<file path="src/rtl/uart_pkg.sv">
// Shared UART definitions: transmitter state encoding and default frame format.
// The receiver imports this package too, so both ends agree on the frame shape.
package uart_pkg;

    localparam int DEF_DATA_BITS  = 8;
    localparam int DEF_STOP_BITS  = 2;
    localparam int DEF_PARITY_BIT = 1;

    typedef enum logic [2:0] {
        ST_READY     = 3'd0,
        ST_START_BIT = 3'd1,
        ST_TX_DATA   = 3'd2,
        ST_PARITY    = 3'd3,
        ST_STOP_BIT  = 3'd4,
        ST_TX_DONE   = 3'd5
    } tx_state_e;

endpackage

</file>
<file path="src/rtl/uart_parity.sv">
// Even-parity generator: XOR reduction over a data word.
// Shared by the transmitter and the receiver.
module uart_parity #(
    parameter int WIDTH = 8
) (
    input  logic [WIDTH-1:0] data,
    output logic             parity
);

    assign parity = ^data;

endmodule

</file>
<file path="src/rtl/tx_fsm.sv">
// UART transmitter: one line bit per Clk, start / data MSB first / optional even parity /
// stop bits / one guaranteed idle cycle, with CTS flow control and break frames.
module tx_fsm
    import uart_pkg::*;
#(
    parameter int DATA_BITS  = DEF_DATA_BITS,
    parameter int STOP_BITS  = DEF_STOP_BITS,
    parameter int PARITY_BIT = DEF_PARITY_BIT
) (
    input  logic                 Clk,
    input  logic                 Rst,
    input  logic                 Tx_Start,
    input  logic [DATA_BITS-1:0] Tx_Data_In,
    input  logic                 Tx_Break,
    input  logic                 CTS,
    output logic                 Tx_Out,
    output logic                 Tx_Ready,
    output logic                 Tx_Done,
    output tx_state_e            State_Dbg
);

    localparam int CW = (DATA_BITS > 1) ? $clog2(DATA_BITS) : 1;
    localparam int SW = (STOP_BITS > 1) ? $clog2(STOP_BITS) : 1;
    localparam logic [CW-1:0] BIT_LAST  = CW'(DATA_BITS - 1);
    localparam logic [SW-1:0] STOP_LAST = SW'(STOP_BITS - 1);

    tx_state_e            state_q, state_d;
    logic [CW-1:0]        bit_cnt_q, bit_cnt_d;
    logic [SW-1:0]        stop_cnt_q, stop_cnt_d;
    logic [DATA_BITS-1:0] data_q, data_d;
    logic                 brk_q, brk_d;
    logic                 tx_out_q, tx_out_d;
    logic                 tx_done_q, tx_done_d;
    logic [CW-1:0]        bit_idx;
    logic                 parity;

    uart_parity #(.WIDTH(DATA_BITS)) u_parity (
        .data   (data_q),
        .parity (parity)
    );

    // Handshake: a request is taken on a rising edge where the FSM is in Ready and both
    // Tx_Start and CTS are high; Tx_Data_In and Tx_Break are latched on that same edge.
    // Tx_Start is never queued, and CTS is only consulted at acceptance.
    always_comb begin
        state_d    = state_q;
        bit_cnt_d  = bit_cnt_q;
        stop_cnt_d = stop_cnt_q;
        data_d     = data_q;
        brk_d      = brk_q;

        case (state_q)
            ST_READY: begin
                if (Tx_Start && CTS) begin
                    data_d  = Tx_Data_In;
                    brk_d   = Tx_Break;
                    state_d = ST_START_BIT;
                end
            end
            ST_START_BIT: begin
                bit_cnt_d = '0;
                state_d   = ST_TX_DATA;
            end
            ST_TX_DATA: begin
                if (bit_cnt_q == BIT_LAST) begin
                    bit_cnt_d  = '0;
                    stop_cnt_d = '0;
                    state_d    = (PARITY_BIT != 0) ? ST_PARITY : ST_STOP_BIT;
                end else begin
                    bit_cnt_d = bit_cnt_q + 1'b1;
                end
            end
            ST_PARITY: begin
                stop_cnt_d = '0;
                state_d    = ST_STOP_BIT;
            end
            ST_STOP_BIT: begin
                if (stop_cnt_q == STOP_LAST) begin
                    stop_cnt_d = '0;
                    state_d    = ST_TX_DONE;
                end else begin
                    stop_cnt_d = stop_cnt_q + 1'b1;
                end
            end
            ST_TX_DONE: state_d = ST_READY;
            default:    state_d = ST_READY;
        endcase

        // Line value is computed for the state being entered so Tx_Out comes straight off a flop.
        bit_idx  = BIT_LAST - bit_cnt_d;
        tx_out_d = 1'b1;
        case (state_d)
            ST_START_BIT: tx_out_d = 1'b0;
            ST_TX_DATA:   tx_out_d = data_d[bit_idx] & ~brk_d;
            ST_PARITY:    tx_out_d = parity & ~brk_q;
            ST_STOP_BIT:  tx_out_d = ~brk_q;
            default:      tx_out_d = 1'b1;
        endcase
        tx_done_d = (state_d == ST_TX_DONE);
    end

    always_ff @(posedge Clk) begin
        if (Rst) begin
            state_q    <= ST_READY;
            bit_cnt_q  <= '0;
            stop_cnt_q <= '0;
            data_q     <= '0;
            brk_q      <= 1'b0;
            tx_out_q   <= 1'b1;
            tx_done_q  <= 1'b0;
        end else begin
            state_q    <= state_d;
            bit_cnt_q  <= bit_cnt_d;
            stop_cnt_q <= stop_cnt_d;
            data_q     <= data_d;
            brk_q      <= brk_d;
            tx_out_q   <= tx_out_d;
            tx_done_q  <= tx_done_d;
        end
    end

    assign Tx_Out    = tx_out_q;
    assign Tx_Done   = tx_done_q;
    assign Tx_Ready  = (state_q == ST_READY);
    assign State_Dbg = state_q;

endmodule

</file>
<file path="config.mk">
export PLATFORM = sky130hd
export DESIGN_NAME = tx_fsm
export DESIGN_NICKNAME = d
export VERILOG_FILES = /design/src/rtl/uart_pkg.sv /design/src/rtl/uart_parity.sv /design/src/rtl/tx_fsm.sv
export SDC_FILE = /design/constraint.sdc
export NUM_CORES = 1
export LEC_CHECK = 0
export ABC_AREA = 0
export CORE_AREA = 2 2 48 50
export DETAILED_ROUTE_END_ITERATION = 16
export DIE_AREA = 0 0 50 52
export HOLD_SLACK_MARGIN = 0.05
export PLACE_DENSITY = 0.87
export SYNTH_ARGS = -nofsm -noshare
export SYNTH_HDL_FRONTEND = slang
export SYNTH_SLANG_ARGS = --single-unit
export TNS_END_PERCENT = 100
</file>
<file path="constraint.sdc">
create_clock -name Clk -period 4.1 [get_ports Clk]
set_input_delay 1.025 -clock Clk [delete_from_list [all_inputs] [get_ports Clk]]
set_output_delay 1.025 -clock Clk [all_outputs]
set_load 0.005 [all_outputs]
</file>
### After elaboration in Yosys (flattened, before gate mapping)

Cells that the tools add are included.

| cells by class | value |
|---|---|
| mux-type cells | 16 |
| div/mod/pow operators | 0 |
| reductions and logical operators | 5 |
| shift-type cells | 0 |
| equal/unequal tests | 11 |
| add/subtract/negate cells | 3 |
| bitwise operators | 4 |
| magnitude comparators | 1 |
| $mul | 0 |

Operators with widths:

| cell | number |
|---|---|
| $mux 8 | 2 |
| $pmux 3 s5 | 1 |
| $eq 3x2->1 const B | 4 |
| $eq 3x3->1 const B | 4 |
| $mux 3 | 4 |
| $reduce_xor 8->1 | 1 |
| $eq 3x1->1 const B | 2 |
| $pmux 3 s2 | 1 |
| $mux 1 | 5 |
| $lt 3x4->1 const B | 1 |
| $pmux 1 s4 | 1 |
| $add 3x1->3 const B | 1 |
| $bmux 1 s3 | 1 |
| $logic_not 3->1 | 1 |
| $pmux 1 s3 | 1 |
| $reduce_bool 3->1 | 1 |
| $sub 3x3->3 const A | 1 |
| $and 1x1->1 | 2 |
| $ne 2x2->1 const B | 1 |
| $not 1->1 | 2 |
| $reduce_and 2->1 | 1 |
| $add 1x1->1 const B | 1 |
| $logic_and 1x1->1 | 1 |

| word-level totals | value |
|---|---|
| flip-flop bits (word level) | 18 |
| memories kept | 0 |
| bits of input ports | 13 |
| output and inout bits | 6 |
| memory bits (writable) | 0 |
| latch bits | 0 |
| word-level logic and storage cells | 47 |
| ROM bits | 0 |

### Longest topological paths before layout

| logic depth | value |
|---|---|
| depth in word-level cells | 8 |
| mapped depth | 8 |
| mapped depth without buffers | 8 |

### Cells and area by module

Synthesis repeated with hierarchy kept, for this count alone.

| unflattened totals | value |
|---|---|
| cells, all modules | 116 |
| area total of the unflattened synthesis | 1034.7 µm² |

Modules (own cells, without submodules):

| module | times used | cells each | seq. area each (µm²) | area each (µm²) |
|---|---|---|---|---|
| tx_fsm | 1 | 109 | 360.3 | 973.4 |
| uart_parity | 1 | 7 | 0.0 | 61.3 |

### Worst setup path after synthesis

Ideal clock, no wire load.

| timing path | value |
|---|---|
| path type | input to register |
| start | input Tx_Start |
| end | register tx_out_q (netlist: Tx_Out) |
| cell stages on the path | 6 |
| setup time | 0.122 ns |
| path slack | 1.379 ns |
| arrival time | 2.599 ns |
| path buffers | 0 |
| required time | 3.978 ns |
| path through | nand2_1 > nor2_2 > mux2_1 > o2111a_1 > or4_1 > a311o_1 |

| on the way | value |
|---|---|
| longest elaborated chain between the ends | 7 |
| elaborated cells on any way between the ends | 16 |
| those cells by class | eq/ne (4); mux (9); bitwise (2); reduce/logical (1) |

Ends and longest elaborated chain:

| item | RTL line | source |
|---|---|---|
| from (decl) | tx_fsm.sv:12 | `input logic Tx_Start,` |
| $logic_and 1x1->1 * | tx_fsm.sv:54 | `if (Tx_Start && CTS) begin` |
| $mux 8 | tx_fsm.sv:54 |  |
| $mux 8 | tx_fsm.sv:52 | `case (state_q)` |
| $bmux 1 s3 | tx_fsm.sv:94 | `ST_TX_DATA: tx_out_d = data_d[bit_idx] & ~brk_d;` |
| $mux 1 (not written as such) | tx_fsm.sv:94 |  |
| $and 1x1->1 | tx_fsm.sv:94 |  |
| $pmux 1 s4 * | tx_fsm.sv:92 | `case (state_d)` |
| to (signal assigned) | tx_fsm.sv:117 | `tx_out_q <= tx_out_d;` |
| to (decl) | tx_fsm.sv:32 | `logic tx_out_q, tx_out_d;` |

Every way passes the cells marked *; elsewhere a longest branch is shown, timed or not. The select of a mux whose other input is x is not followed.
A chain may end at the register's enable or synchronous reset.

### Final worst setup path

Ends and elaborated chain as after synthesis.

==> impl_metrics.tcl <==
set metrics [dict create \
    grt_pass1_wl_um 3830 \
    drtPass1Iterations 4 \
    power_frac_clock_pct 29.3 \
    vias 928 \
    rows 17 \
    slew-limit-headroom_pct 58.3 \
    setup_viol 0 \
    cts_buffers 3 \
    initial_core_util_pct 47.7 \
    ios 19 \
    synth_area_um2 1000 \
    post-route-min-period_ps 3350 \
    fin_crit_sh_pct 81.6 \
    cts-htree-levels 1 \
    dp.cells 157 \
    vias_per_cell 5.76 \
    syn_nets 132 \
    cts_sinks 18 \
    gp_congestion 0.873 \
    hold_buffers 0 \
    synth_edf_count 0 \
    fp.dieH_um 52 \
    crit_type "primary input to flip-flop" \
    run_status "finished, final reports clean" \
    drv_slew 0 \
    cp_max_fo 13 \
    cts.path.max_buffers 2 \
    final_cell_mix "dfxtp_1, nor2_1, clkdlybuf4s50_1" \
    postCtsSetupBuffers 0 \
    layout-drive-gt1-share_pct 6.02 \
    combPwrFrac_pct 19.4 \
    grt_max_degree 19 \
    layout.cells.non_filler 161 \
    clk_pin_slew_ps 100 \
    postSynthCellCount 117 \
    grt_setup_unrepaired "no" \
    p_per_area_nw_per_um2 303 \
    maxCapViolations 0 \
    setup_tns_ps 0 \
    first_iter_violations 15 \
    cts_tree "done" \
    synth-main-ff-cell "dfxtp_1" \
    finClkSkew_ps 4.13 \
    rr_worst_depth 6 \
    grtUsageTotal_pct 19.4 \
    overflow 0 \
    fp.dieArea_um2 2600 \
    dp_slack_ps 470 \
    required_ps 4290 \
    worstMarginPinSlew_ps 623 \
    post_cts_resized 0 \
    areaGrowthSynthToFinish_pct 22.5 \
    clkLatencyLatePin_ps 300 \
    drcViolationCount 0 \
    cpPeakStageDelay_ps 500 \
    yosysWarnings 0 \
    crit_chain "clkdlybuf4s50_1, nand2_1, nor2_2, mux2_1, o2111a_1, or4_1, a311o_1" \
    p_leak_nw 0.455 \
    worstSetupEndpointType "flip-flop" \
    wl_um 2240 \
    nets 149 \
    holdWs_ps 541 \
    whs_path_depth 2 \
    yosysSeqAreaShare_pct 35.9 \
    cp-start-kind "primary input" \
    finalHoldViolations 0 \
    ant_nets 0 \
    diodes 0 \
    fin_util_pct 58.5 \
    p_int_mw 0.277 \
    worstPathArrival_ps 3530 \
    hold_path.class "flip-flop to flip-flop" \
    syn_avg_cell_area_um2 8.59 \
    slowest_stage "or4_1" \
    fillerInstances 175 \
    core_um2 2110 \
    switching_power_mw 0.0968 \
    switching_share_pct 25.9 \
    first_global_vias 909 \
    dp_hpwl_um 1730 \
    antenna_found_initial 0 \
    cts-root-buf "clkbuf_4" \
    synth_cell_types 38 \
    fmax_mhz 299 \
    drt-wirelength-per-cell_um 13.9 \
    ir_worst_vdd_v 0.000280 \
    setup_slack_ps 754 \
    synth-seq-cells 18 \
    port_buffers 18 \
    power_frac_seq_pct 51.4 \
    die_w_um 50 \
    synthArstFlopShare_pct 0 \
]
==> Yosys cell counts, drive strengths merged (2+ instances only) <==
cell type | instances | share of area, %
nor2b | 2 | 1.2
nand4 | 2 | 1.2
a21oi | 11 | 5.9
clkbuf | 3 | 1.1
a221oi | 3 | 2.6
o21ai | 3 | 1.5
xnor2 | 7 | 6.1
nand2 | 4 | 1.5
a21o | 4 | 3.0
nor2 | 19 | 7.3
dfxtp | 18 | 36
a2111oi | 3 | 2.6
ha | 2 | 2.5
and2 | 2 | 1.2
nand2b | 4 | 2.5
mux2i | 5 | 5.0
nor3 | 2 | 1.0
a21boi | 3 | 2.2
buf | 3 | 1.4
nand3b | 3 | 2.2
==> through the flow <==
stage / instance area [um^2] / total power, mW
final: 1230 / 0.373
after global routing: 1230 / 0.393
after CTS: 1230 / 0.375
after detailed placement: 1190 / 0.267
after global placement: 1190 / 0.265
after floorplan: 1000 / 0.240
==> sequential cells by signal (all words and copies together) (netlist names) <==
register	count
State_Dbg	3
Tx_Done	1
Tx_Out	1
bit_cnt_q	3
brk_q	1
data_q	8
stop_cnt_q	1
==> critical path: cells and delay by family <==
kind	cells	cell delay, ps
muxes	1	410
and+or+nand+nor	3	1070
buffers and inverters	1	480
AOI/OAI and AO/OA	2	560
==> final timing paths <==
check                                        startpoint                      end  slack [ps]
worst min-delay path            stop_cnt_q$_SDFFE_PP0P_  stop_cnt_q$_SDFFE_PP0P_         540
worst min register to register  stop_cnt_q$_SDFFE_PP0P_  stop_cnt_q$_SDFFE_PP0P_         540
worst max-delay path                           Tx_Start        Tx_Out$_SDFF_PP1_         750
worst max register to register  State_Dbg[2]$_SDFF_PP0_        Tx_Out$_SDFF_PP1_        1080
==> power by group through the flow <==
stage	Clock (mW)	Combinational (mW)	Sequential, mW
floorplan	0	0.0482	0.192
global placement	0	0.0692	0.195
detailed placement	0	0.0713	0.196
CTS	0.111	0.0722	0.192
global route	0.121	0.0787	0.193
finish	0.109	0.0723	0.192
==> per-layer routing <==
| layer | vias to the layer above | part of all wire, % | track usage (%) |
|---|---|---|---|
| met3 | 7 | 3.0 | 3.16 |
| met4 | 0 | 2.2 | 9.72 |
| met1 | 444 | 45 | 22.5 |
| li1 | 457 | - | - |
| met2 | 20 | 50 | 34.2 |
| met5 | - | 0 | 0 |
==> area by class of cell <==
type                    count  area (um^2)  share of cell area, %
well taps                  28         35.0                   2.85
repair buffers             18          180                   14.6
clock buffers               4         36.3                   2.95
multi-input cells          92          616                   50.0
inverters                   1         3.75                  0.305
flip-flops and latches     18          360                   29.3
==> cells by family after synthesis <==
group                    Yosys count  share of synthesized area [%]
AO/OA/AOI/OAI                     32                           22.3
XOR/XNOR                           8                           6.97
adder cells (fa/ha/maj)            2                           2.49
buffers and inverters              7                           2.86
flip-flops                        18                           35.9
multiplexers                       6                           6.10
AND/OR/NAND/NOR                   44                           23.4
Power figures use the tool's default switching activity.
